===== src/rtl/ibex_msg_pkg.sv =====
// Shared types for the RF message loader: FSM states, length type and a wrapped word-address helper.
package ibex_msg_pkg;

  typedef enum logic [1:0] {
    MSG_IDLE = 2'd0,
    MSG_LOAD = 2'd1,
    MSG_DONE = 2'd2
  } msg_state_e;

  typedef logic [1:0] msg_len_t;

  localparam int unsigned MSG_MAX_WORDS = 4;

  // With RV32E only 16 registers exist, so the sum wraps in 4 bits and bit 4 is forced low.
  function automatic logic [4:0] msg_word_addr(input logic [4:0] base,
                                               input msg_len_t   idx,
                                               input logic       rv32e);
    logic [4:0] sum;
    sum = base + {3'b000, idx};
    if (rv32e) begin
      sum[4] = 1'b0;
    end
    return sum;
  endfunction

endpackage


===== src/rtl/ibex_rf_wport_mux.sv =====
// Two-source RF write port mux; the core writeback always wins over the message loader.
module ibex_rf_wport_mux #(
  parameter int unsigned DataWidth = 32,
  parameter int unsigned AddrWidth = 5
) (
  input  logic                 core_we_i,
  input  logic [AddrWidth-1:0] core_waddr_i,
  input  logic [DataWidth-1:0] core_wdata_i,
  input  logic                 ld_we_i,
  input  logic [AddrWidth-1:0] ld_waddr_i,
  input  logic [DataWidth-1:0] ld_wdata_i,
  output logic                 rf_we_o,
  output logic [AddrWidth-1:0] rf_waddr_o,
  output logic [DataWidth-1:0] rf_wdata_o
);

  logic sel_ld;

  // When neither source writes, address/data still follow the core inputs.
  assign sel_ld     = ld_we_i & ~core_we_i;
  assign rf_we_o    = core_we_i | ld_we_i;
  assign rf_waddr_o = sel_ld ? ld_waddr_i : core_waddr_i;
  assign rf_wdata_o = sel_ld ? ld_wdata_i : core_wdata_i;

endmodule


===== src/rtl/ibex_rf_msg_loader.sv =====
// Loads 1-4 word messages into consecutive RF registers, sharing the write port with core writeback.
// Optional IBEX_RF_MSG_LOADER_PERF_EN adds a saturating stall counter output (stall_cnt_o).
module ibex_rf_msg_loader
  import ibex_msg_pkg::*;
#(
  parameter bit          RV32E     = 1'b0,
  parameter int unsigned DataWidth = 32
) (
  input  logic                 clk_i,
  input  logic                 rst_ni,
  input  logic                 desc_valid_i,
  output logic                 desc_ready_o,
  input  logic [4:0]           desc_addr_i,
  input  msg_len_t             desc_len_i,
  input  logic                 data_valid_i,
  output logic                 data_ready_o,
  input  logic [DataWidth-1:0] data_i,
  input  logic                 abort_i,
  input  logic                 core_we_i,
  input  logic [4:0]           core_waddr_i,
  input  logic [DataWidth-1:0] core_wdata_i,
  output logic                 rf_we_o,
  output logic [4:0]           rf_waddr_o,
  output logic [DataWidth-1:0] rf_wdata_o,
`ifdef IBEX_RF_MSG_LOADER_PERF_EN
  output logic [15:0]          stall_cnt_o,
`endif
  output logic                 busy_o,
  output logic                 done_o,
  output logic                 aborted_o
);

  msg_state_e state_q, state_d;
  logic [4:0] base_q, base_d;
  msg_len_t   len_q, len_d;
  msg_len_t   idx_q, idx_d;
  logic       desc_ready_q, desc_ready_d;
  logic       busy_q, busy_d;
  logic       done_q, done_d;
  logic       aborted_q, aborted_d;

  logic       desc_accept;
  logic       word_accept;
  logic [4:0] word_addr;
  logic       ld_we;

  assign desc_ready_o = desc_ready_q;
  assign busy_o       = busy_q;
  assign done_o       = done_q;
  assign aborted_o    = aborted_q;

  assign data_ready_o = (state_q == MSG_LOAD) & ~core_we_i;
  assign desc_accept  = desc_valid_i & desc_ready_q;
  assign word_accept  = data_valid_i & data_ready_o;
  assign word_addr    = msg_word_addr(base_q, idx_q, RV32E);
  // Words aimed at x0 still complete their handshake but never assert the write enable.
  assign ld_we        = word_accept & (word_addr != 5'd0);

  always_comb begin
    state_d = state_q;
    base_d  = base_q;
    len_d   = len_q;
    idx_d   = idx_q;
    unique case (state_q)
      MSG_IDLE: begin
        if (desc_accept) begin
          base_d  = desc_addr_i;
          len_d   = desc_len_i;
          idx_d   = '0;
          state_d = MSG_LOAD;
        end
      end
      MSG_LOAD: begin
        if (word_accept) begin
          idx_d = idx_q + 2'd1;
        end
        if (abort_i || (word_accept && (idx_q == len_q))) begin
          state_d = MSG_DONE;
        end
      end
      MSG_DONE: state_d = MSG_IDLE;
      default:  state_d = MSG_IDLE;
    endcase
    desc_ready_d = (state_d == MSG_IDLE);
    busy_d       = (state_d != MSG_IDLE);
    done_d       = (state_d == MSG_DONE);
    aborted_d    = (state_d == MSG_DONE) && (state_q == MSG_LOAD) && abort_i;
  end

  always_ff @(posedge clk_i) begin
    if (!rst_ni) begin
      state_q      <= MSG_IDLE;
      base_q       <= '0;
      len_q        <= '0;
      idx_q        <= '0;
      desc_ready_q <= 1'b1;
      busy_q       <= 1'b0;
      done_q       <= 1'b0;
      aborted_q    <= 1'b0;
    end else begin
      state_q      <= state_d;
      base_q       <= base_d;
      len_q        <= len_d;
      idx_q        <= idx_d;
      desc_ready_q <= desc_ready_d;
      busy_q       <= busy_d;
      done_q       <= done_d;
      aborted_q    <= aborted_d;
    end
  end

`ifdef IBEX_RF_MSG_LOADER_PERF_EN
  logic [15:0] stall_cnt_q, stall_cnt_d;

  // Counts cycles where a pending word lost the write port to the core.
  always_comb begin
    stall_cnt_d = stall_cnt_q;
    if (desc_accept) begin
      stall_cnt_d = '0;
    end else if ((state_q == MSG_LOAD) && data_valid_i && core_we_i &&
                 (stall_cnt_q != 16'hFFFF)) begin
      stall_cnt_d = stall_cnt_q + 16'd1;
    end
  end

  always_ff @(posedge clk_i) begin
    if (!rst_ni) begin
      stall_cnt_q <= '0;
    end else begin
      stall_cnt_q <= stall_cnt_d;
    end
  end

  assign stall_cnt_o = stall_cnt_q;
`endif

  ibex_rf_wport_mux #(
    .DataWidth (DataWidth),
    .AddrWidth (5)
  ) u_wport_mux (
    .core_we_i    (core_we_i),
    .core_waddr_i (core_waddr_i),
    .core_wdata_i (core_wdata_i),
    .ld_we_i      (ld_we),
    .ld_waddr_i   (word_addr),
    .ld_wdata_i   (data_i),
    .rf_we_o      (rf_we_o),
    .rf_waddr_o   (rf_waddr_o),
    .rf_wdata_o   (rf_wdata_o)
  );

endmodule


===== config.mk =====
export PLATFORM = sky130hd
export DESIGN_NAME = ibex_rf_msg_loader
export DESIGN_NICKNAME = d
export VERILOG_FILES = /design/src/rtl/ibex_msg_pkg.sv /design/src/rtl/ibex_rf_wport_mux.sv /design/src/rtl/ibex_rf_msg_loader.sv
export SDC_FILE = /design/constraint.sdc
export NUM_CORES = 1
export LEC_CHECK = 0
export ABC_AREA = 1
export CAP_MARGIN = 20
export CORE_MARGIN = 4
export CORE_UTILIZATION = 30
export DETAILED_ROUTE_END_ITERATION = 8
export PLACE_DENSITY = 0.76
export SYNTH_ARGS = -nofsm -noshare
export SYNTH_HDL_FRONTEND = slang
export SYNTH_SLANG_ARGS = --single-unit

===== constraint.sdc =====
create_clock -name clk_i -period 6.5 [get_ports clk_i]
set_input_delay 1.3 -clock clk_i [delete_from_list [all_inputs] [get_ports clk_i]]
set_output_delay 1.3 -clock clk_i [all_outputs]
set_load 0.1 [all_outputs]

# --- Word level (Yosys, flattened, before mapping) ---
# Index checks and enable logic that the tools add are counted.
totals:
  reg_bits: 15
  in_bits: 82
classes:
  add_sub_neg: 2
  eq_ne: 5
  n_mux: 8
  bitwise_logic: 7
  reduce_logical: 11
ops:
  columns: ["cell", "n"]
  rows:
  - ["$mux 32", 1]
  - ["$mux 2", 4]
  - ["$pmux 2 s2", 2]
  - ["$add 5x2->5", 1]
  - ["$and 1x1->1", 5]
  - ["$mux 5", 1]
  - ["$reduce_bool 5->1", 1]
  - ["$logic_not 2->1", 2]
  - ["$ne 2x2->1 const B", 2]
  - ["$reduce_bool 2->1", 2]
  - ["$logic_and 1x1->1", 3]
  - ["$reduce_and 3->1", 1]
  - ["$add 2x1->2 const B", 1]
  - ["$eq 2x1->1 const B", 1]
  - ["$eq 2x2->1", 1]
  - ["$eq 2x2->1 const B", 1]
  - ["$reduce_and 2->1", 1]
  - ["$logic_or 1x1->1", 1]
  - ["$not 1->1", 1]
  - ["$or 1x1->1", 1]

# --- Logic depth before layout (Yosys ltp) ---
# Gate-level depths: netlist (run 1).
logic_depth:
  word_depth: 10
  ltp_mapped: 12
  mapped_depth_nobuf: 10

# --- Cells and area by module ---
# A second synthesis (run 1) with hierarchy kept.
hier_totals:
  hier_cells: 229
  hier_area_um2: 1301.2
by_module_without_submodules:
  columns: ["mod", "n_inst", "cells_each", "area_each_um2", "seq_area_each_um2"]
  rows:
  - ["ibex_rf_msg_loader", 1, 104, 742.0, 300.3]
  - ["ibex_rf_wport_mux", 1, 125, 559.3, 0.0]

# --- Worst setup path before layout (run 1) ---
# No wires, ideal clock.
synth_path:
  path_kind: "input -> output"
  from: "in data_valid_i"
  to: "out rf_we_o"
  t_arrival_ps: 2640
  t_required_ps: 5200
  slack_ps: 2560
  path_stages: 6
  path_buffers: 2
  path_cell_list: "inv_2 nor3_4 buf_6 nand2_2 buf_2 nand3b_1"
synth_via:
  elab_chain_cells: 3
synth_rtl:
  columns: ["element", "line", "text"]
  rows:
  - ["from (decl)", "ibex_rf_msg_loader.sv:15", "input logic data_valid_i,"]
  - ["$and 1x1->1", "ibex_rf_msg_loader.sv:54", "assign word_accept = data_valid_i & data_ready_o;"]
  - ["$and 1x1->1", "ibex_rf_msg_loader.sv:57", "assign ld_we = word_accept & (word_addr != 5'd0);"]
  - ["$or 1x1->1", "ibex_rf_wport_mux.sv:21", "assign rf_we_o = core_we_i | ld_we_i;"]
  - ["to (decl)", "ibex_rf_msg_loader.sv:22", "output logic rf_we_o,"]
# No other way between the ends.

# --- Worst setup path after layout (run 1) ---
# Ends and elaborated chain as after synthesis.

==> metrics.sh, run 1 <==
RESULT_OF_THE_RUN='complete, no violations'
GRT_OVERFLOW=0
POST_DRT_WL_PER_CELL_UM=13.0
FINALCRITPERIODSHARE_PCT=75.4
FINAL.SETUP_SKEW_NS=0.00361
CP.ARRIVAL_NS=3.60
PIN_COUNT_OF_THE_BIGGEST_NET_ENTERING_GLOBAL_ROUTING=39
FIRST_GLOBAL_VIAS=1788
CTSLONGESTPATHBUFFERS=2
POST-ROUTE-UTIL_PCT=65.0
CTS-BUFFERS-INSERTED=3
WORSTPATHREQUIRED_NS=5.20
GRT_SETUP_UNREPAIRED='no'
DETAIL_ROUTE.DRC_VIOLATIONS=0
CORE.ROWCOUNT=25
POSTSYNTHAREAPERCELL_UM2=6.53
POST_SYNTHESIS_INSTANCE_AREA_UM2=1500
FIN_NETS=428
DIE_HEIGHT_UM=78.6
CTS_SETUP_BUFFERS=0
POST-ROUTE-MIN-PERIOD_NS=4.90
DETAIL_ROUTE.ITER0.VIOLATIONS=80
MOST_FREQUENT_STANDARD_CELL_IN_THE_LAYOUT_EXCLUDING_FILL_AND_TAP_CELLS='sky130_fd_sc_hd__clkdlybuf4s50_1'
SYNTHCELLS=229
AVGVIACOUNTPERCELL=4.74
SYNTHESIS.NETS=314
POWER_LEAKAGE_uW=0.00143
WORSTPATHBUFFERINVERTERCOUNT=4
CLOCK_SINK_COUNT=15
MIN-DELAY-PATH-CLASS='reg2reg'
SYNTH-SEQ-CELLS=15
IO_BUFFER_COUNT=124
CELLPOWERDENSITY_nW_PER_UM2=189
YOSYS_MOST_USED_DFF='sky130_fd_sc_hd__dfxtp_1'
LAYOUT-DRIVE-GT1-SHARE_PCT=21.3
FIRSTDRTPASSITERS=4
GP_CONGESTION=0.814
TRITONCTS='done'
ROUTED-VIA-COUNT=1938
STDCELL_AREA_UM2=3110
POST-SYNTH-TOP-AREA-CELL='sky130_fd_sc_hd__dfxtp_1'
DIODE_INSERTION_COUNT_FOR_ANTENNA_REPAIR=0
MAX_SLEW.WORST_PIN.SLEW_NS=0.975
NETLIST-CELL-TYPE-COUNT=23
MAX_CLOCK_FREQ_MHz=204
DETAILED_PLACE_HPWL_UM=4180
WORSTSETUPENDPOINTTYPE='output pin'
SETUP_TNS_NS=0
PATH_CELLS='clkdlybuf4s50_1 > inv_2 > nor3_4 > buf_4 > nand2_2 > nand3b_1 > buf_12'
IR_DROP_WORST_CASE_VDD_mV=0.151
GRT_FIRST_PASS_WIRELENGTH_UM=8400
SLOWEST_STAGE='sky130_fd_sc_hd__nand2_2'
SYNTH-ASYNC-RESET-RATIO_PCT=0
CAP_VIOLATIONS=0
CP_TOP_FAMILY='buffers and inverters'
HTREEDEPTH=1
PATH_MAX_FANOUT=38
TIMING.FINAL.MAX_SLEW_VIOLATIONS=0
WORSTSETUPPATHTYPE='in2out'
SYNTH-SEQ-AREA-SHARE_PCT=20.1
TIMING.FINAL.HOLD_VIOLATIONS=0
WORSTSETUPSTARTPOINTTYPE='primary input'
ANTENNA_LEFT=0
GLOBAL_ROUTE.USAGE.TOTAL_PCT=16.6
GRT_ANTENNA_BEFORE_REPAIR=0
CLK_PIN_SLEW_WORST_PATHS_NS=0.06
CTS.HOLD.BUFFERS_ADDED=0
MOST-COMMON-LAYOUT-CELLS='sky130_fd_sc_hd__clkdlybuf4s50_1 (86), sky130_fd_sc_hd__nand2_1 (59), sky130_fd_sc_hd__nand3_1 (55), sky130_fd_sc_hd__buf_12 (38), sky130_fd_sc_hd__nand3_2 (22)'
POSTPLACECELLAREA_UM2=3070
ROUTED_WL_UM=5320
DIE_W_UM=78.6
YS_WARN_COUNT=0
MAX-SLEW-MARGIN-REL_PCT=34.8
SYNTH.TOP_CELLS.BY_AREA='sky130_fd_sc_hd__dfxtp_1 (20%), sky130_fd_sc_hd__nand3_1 (18%), sky130_fd_sc_hd__nand2_1 (15%)'
FILLERINSTANCES=417
CORE_UM2=4790
WORST_SKEW_PAIR.LATE_LATENCY_NS=0.25
CTS_ROOT_BUFFER='sky130_fd_sc_hd__clkbuf_8'
FINAL_NUMBER_OF_SETUP_VIOLATING_ENDPOINTS=0
NUMBER_OF_SYNTHESIZED_FLOPS_WITH_AN_ENABLE_PIN=0
WORST_PATH_LARGEST_CELL_DELAY_NS=0.59
POST-SYNTH-TOP-AREA-FRACTION_PCT=20.1
DIE-AREA_UM2=6180
CTS.REPAIR.RESIZED=0
FLOORPLAN.INITIALDENSITY_PCT=31.3
TOP_LEVEL_PORTS=125
FLOW.AREA_GROWTH_FROM_SYNTHESIS_PCT=108
-- kinds of logic after synthesis --
| logic type | after synthesis | share of synthesized area [%] |
|---|---|---|
| compound gates | 14 | 4.68 |
| xor+xnor | 2 | 1.17 |
| buf+inv | 30 | 13.4 |
| fa+ha+maj | 3 | 3.01 |
| simple gates | 165 | 57.7 |
| flops | 15 | 20.1 |
-- final cells by class --
cell class	count	area, um2	share of cell area [%]
tap	67	83.8	2.69
inverter	13	48.8	1.57
sequential	15	300	9.65
clock inverter	1	5.00	0.161
clock buffer	3	41.3	1.33
timing repair buffer	126	1640	52.6
multi-input combinational	184	996	32.0
-- worst paths after layout --
| check | from | end | slack, ns | cells past startpoint |
|---|---|---|---|---|
| setup / recovery | data_valid_i | rf_we_o | 1.60 | 7 |
| hold / removal | base_q[0] | base_q[0] | 0.50 | 2 |
| setup reg to reg | state_q[1] | desc_ready_o | 5.26 | 6 |
| hold reg to reg | base_q[0] | base_q[0] | 0.50 | 2 |
-- Yosys cell counts (3+ instances only) --
library cell,n
sky130_fd_sc_hd__nand4_1,3
sky130_fd_sc_hd__nand2_1,59
sky130_fd_sc_hd__buf_2,5
sky130_fd_sc_hd__nand2_2,3
sky130_fd_sc_hd__a21oi_1,6
sky130_fd_sc_hd__inv_1,10
sky130_fd_sc_hd__buf_6,5
sky130_fd_sc_hd__dfxtp_1,15
sky130_fd_sc_hd__nor2_1,19
sky130_fd_sc_hd__buf_4,3
sky130_fd_sc_hd__nand3_1,55
sky130_fd_sc_hd__nand3_2,22
sky130_fd_sc_hd__o21ai_0,8
-- worst register-to-register path, cell delays in order, from the launching register on --
cell	delay [ns]
sky130_fd_sc_hd__dfxtp_1	0.32
sky130_fd_sc_hd__nor2_1	0.11
sky130_fd_sc_hd__nand3_1	0.25
sky130_fd_sc_hd__inv_1	0.25
sky130_fd_sc_hd__nand2_1	0.09
sky130_fd_sc_hd__nand2_1	0.08
sky130_fd_sc_hd__inv_1	0.04
-- routing by layer --
metal / vias to the layer above / GRT usage [%] / part of all wire (%)
met5: - / 0 / 0
met4: 0 / 6.82 / 2.9
met3: 13 / 1.72 / 6.6
met2: 79 / 30.9 / 51
met1: 859 / 19.2 / 39
li1: 987 / - / -
-- sequential cells by signal (all words and copies together) (netlist names) --
name,cells
len_q,2
busy_o,1
idx_q,2
state_q,2
base_q,5
done_o,1
desc_ready_o,1
aborted_o,1
-- through the flow --
stage                     worst slack (ns)  hold WS, ns  power (uW)  instances
after global placement                1.58        0.477         514        405
after global routing                  1.43        0.538         615        409
after detailed placement              1.57        0.493         518        405
final                                 1.60        0.504         589        409
after floorplan                       2.56        0.462         363        229
after CTS                             1.56        0.504         594        409
-- report_power, final --
part	internal, uW	switching (uW)
registers	101	8.24
logic	151	253
clock network	42.5	32.7
No activity file was read; power rests on OpenSTA's default activity.
==> inputs of run 2 (changes only) <==
--- a/config.mk
+++ b/config.mk
@@ -8,9 +8,9 @@
 export ABC_AREA = 1
 export CAP_MARGIN = 20
 export CORE_MARGIN = 4
-export CORE_UTILIZATION = 30
+export CORE_UTILIZATION = 29
 export DETAILED_ROUTE_END_ITERATION = 8
-export PLACE_DENSITY = 0.76
+export PLACE_DENSITY = 0.77
 export SYNTH_ARGS = -nofsm -noshare
 export SYNTH_HDL_FRONTEND = slang
 export SYNTH_SLANG_ARGS = --single-unit
==> constraint.sdc (replaced) <==
create_clock -name clk_i -period 4.2 [get_ports clk_i]
set_input_delay 0.84 -clock clk_i [delete_from_list [all_inputs] [get_ports clk_i]]
set_output_delay 0.84 -clock clk_i [all_outputs]
set_load 0.1 [all_outputs]
==> metrics.sh, run 2 (synthesis gave the netlist of run 1 again) <==
POST-ROUTE-UTIL_PCT=64.3
POST_DRT_WL_PER_CELL_UM=13.3
FIRST_GLOBAL_VIAS=1814
CP_STARTPOINT='idx_q[0]'
MAX_LAYER_USED='met4'
LAYOUT-DRIVE-GT1-SHARE_PCT=21.9
CTS_SETUP_BUFFERS=0
TRITONCTS='done'
MAX-SLEW-MARGIN-REL_PCT=34.8
ROUTED_WL_UM=5470
POWER_LEAKAGE_uW=0.00144
ROUTED-VIA-COUNT=1948
FIRSTDRTPASSITERS=4
DIE_HEIGHT_UM=79.8
GRT_ANTENNA_BEFORE_REPAIR=0
SWITCHING_SHARE_PCT=50.1
POST-ROUTE-MIN-PERIOD_NS=3.70
GLOBAL_ROUTE.USAGE.TOTAL_PCT=16.1
FINAL_CELLS=410
CORE_UM2=4850
DETAIL_ROUTE.ITER0.VIOLATIONS=68
GRT_OVERFLOW=0
MOST_FREQUENT_STANDARD_CELL_IN_THE_LAYOUT_EXCLUDING_FILL_AND_TAP_CELLS='sky130_fd_sc_hd__clkdlybuf4s50_1'
POWER.COMBINATIONAL.FRACTION_PCT=68.7
WORSTSETUPENDPOINTTYPE='output pin'
CELLPOWERDENSITY_nW_PER_UM2=294
POWER_REPORT.INTERNAL_TOTAL_uW=457
WORST_SETUP_PATH_ENDPOINT='rf_we_o'
ANTENNA_LEFT=0
CTS_ROOT_BUFFER='sky130_fd_sc_hd__clkbuf_8'
R2R-START='state_q[1]'
CTS.REPAIR.RESIZED=0
WORSTREGTOREGCELLS=6
WORSTSETUPPATHTYPE='reg2out'
FLOW.AREA_GROWTH_FROM_SYNTHESIS_PCT=108
FLOORPLAN.INITIALDENSITY_PCT=30.9
FINALCRITPERIODSHARE_PCT=88.1
GRT_FIRST_PASS_WIRELENGTH_UM=8250
WL_MET2_UM=2730
DIE-AREA_UM2=6370
IO_BUFFER_COUNT=124
WORSTSETUPSTARTPOINTTYPE='flip-flop'
CLOCK_POWER_SHARE_PCT=12.8
FINAL.SETUP_SKEW_NS=0.00467
CTSLONGESTPATHBUFFERS=2
IR_DROP_WORST_CASE_VDD_mV=0.259
PIN_COUNT_OF_THE_BIGGEST_NET_ENTERING_GLOBAL_ROUTING=39
CTS.HOLD.BUFFERS_ADDED=0
CORE.ROWCOUNT=25
MOST-COMMON-LAYOUT-CELLS='sky130_fd_sc_hd__clkdlybuf4s50_1 (85), sky130_fd_sc_hd__nand2_1 (59), sky130_fd_sc_hd__nand3_1 (55), sky130_fd_sc_hd__buf_12 (38), sky130_fd_sc_hd__nand3_2 (22)'
MIN-DELAY-PATH-CLASS='reg2reg'
GRT_SETUP_UNREPAIRED='no'
CLK_PIN_SLEW_WORST_PATHS_NS=0.06
WORST-R2R-SETUP-SLACK_NS=2.92
AVGVIACOUNTPERCELL=4.75
DETAILED_PLACE_HPWL_UM=4450
CTS-BUFFERS-INSERTED=3
PATH_MAX_FANOUT=38
RESULT_OF_THE_RUN='complete, no violations'
TIMING.FINAL.HOLD_VIOLATIONS=0
PLACE_INST=406
WORST_SKEW_PAIR.LATE_LATENCY_NS=0.25
ROUTE.MET3.WL_UM=505
FINAL_NUMBER_OF_SETUP_VIOLATING_ENDPOINTS=0
SHARE_SEQ_OF_TOTAL_POWER_PCT=18.5
CAP_VIOLATIONS=0
TOP_LEVEL_PORTS=125
LARGEST_REG_FLOPS=5
P_SWITCHING_uW=459
WORSTPATHREQUIRED_NS=3.36
DIE_W_UM=79.8
FIN_NETS=429
MAX_SLEW.WORST_PIN.SLEW_NS=0.976
DRT-MET1-WL_UM=2160
DIODE_INSERTION_COUNT_FOR_ANTENNA_REPAIR=0
BIGGEST_REGISTER='base_q'
CP.ARRIVAL_NS=2.86
TIMING.FINAL.MAX_SLEW_VIOLATIONS=0
CLOCK_SINK_COUNT=15
POSTPLACECELLAREA_UM2=3070
DETAIL_ROUTE.DRC_VIOLATIONS=0
MAX_CLOCK_FREQ_MHz=270
HTREEDEPTH=1
GP_CONGESTION=0.778
HOLD_SLACK_NS=0.504
SETUP_TNS_NS=0
STDCELL_AREA_UM2=3120
RR_ENDPOINT='desc_ready_o'
[run 2: final cells by class]
type	count	area [um2]
Inverter	13	48.8
Sequential cell	15	300
Timing Repair Buffer	127	1640
Clock inverter	1	5.00
Fill cell	414	1730
Clock buffer	3	41.3
Tap cell	67	83.8
Multi-Input combinational cell	184	996
[run 2: per-layer routing]
layer,track usage [%],vias up
met5,0,-
met3,3.39,7
li1,-,990
met2,30.6,90
met1,17.7,861
met4,4.73,0
[run 2: through the flow]
stage               total power [uW]  setup WS [ns]
floorplan                        561           1.05
global placement                 799          0.577
detailed placement               805          0.545
CTS                              922          0.447
global route                     955          0.282
finish                           916          0.499
[run 2: worst max-delay path, cell delays in order (launching register included)]
cell,delay [ns]
sky130_fd_sc_hd__dfxtp_1,0.42
sky130_fd_sc_hd__ha_1,0.23
sky130_fd_sc_hd__fa_1,0.44
sky130_fd_sc_hd__nor2_1,0.13
sky130_fd_sc_hd__nand3_2,0.09
sky130_fd_sc_hd__clkinv_1,0.05
sky130_fd_sc_hd__nand2_1,0.06
sky130_fd_sc_hd__nand2_2,0.64
sky130_fd_sc_hd__nand3b_1,0.28
sky130_fd_sc_hd__buf_12,0.25
[run 2: worst min-delay path by stage]
| stage | start | to | slack (ns) | cells after the start |
|---|---|---|---|---|
| detailed placement | base_q[0] | base_q[0] | 0.49 | 2 |
| global route | base_q[0] | base_q[0] | 0.52 | 2 |
| floorplan | base_q[0] | base_q[0] | 0.46 | 2 |
| CTS | base_q[0] | base_q[0] | 0.50 | 2 |
| global placement | base_q[0] | base_q[0] | 0.48 | 2 |
| finish | base_q[0] | base_q[0] | 0.50 | 2 |
[run 2: power groups by stage]
stage | clock [uW] | sequential, uW | combinational, uW
final | 117 | 170 | 629
after global routing | 126 | 171 | 658
after CTS | 118 | 169 | 634
after detailed placement | 0 | 173 | 632
after global placement | 0 | 171 | 627
after floorplan | 0 | 194 | 367
==> inputs of run 3 (changes only) <==
--- a/config.mk
+++ b/config.mk
@@ -6,6 +6,7 @@
 export NUM_CORES = 1
 export LEC_CHECK = 0
 export ABC_AREA = 1
+export ABC_CLOCK_PERIOD_IN_PS = 4200
 export CAP_MARGIN = 20
 export CORE_MARGIN = 4
 export CORE_UTILIZATION = 29
==> results of run 3 <==
Final layout, timing and power as in run 2 (identical DEF).
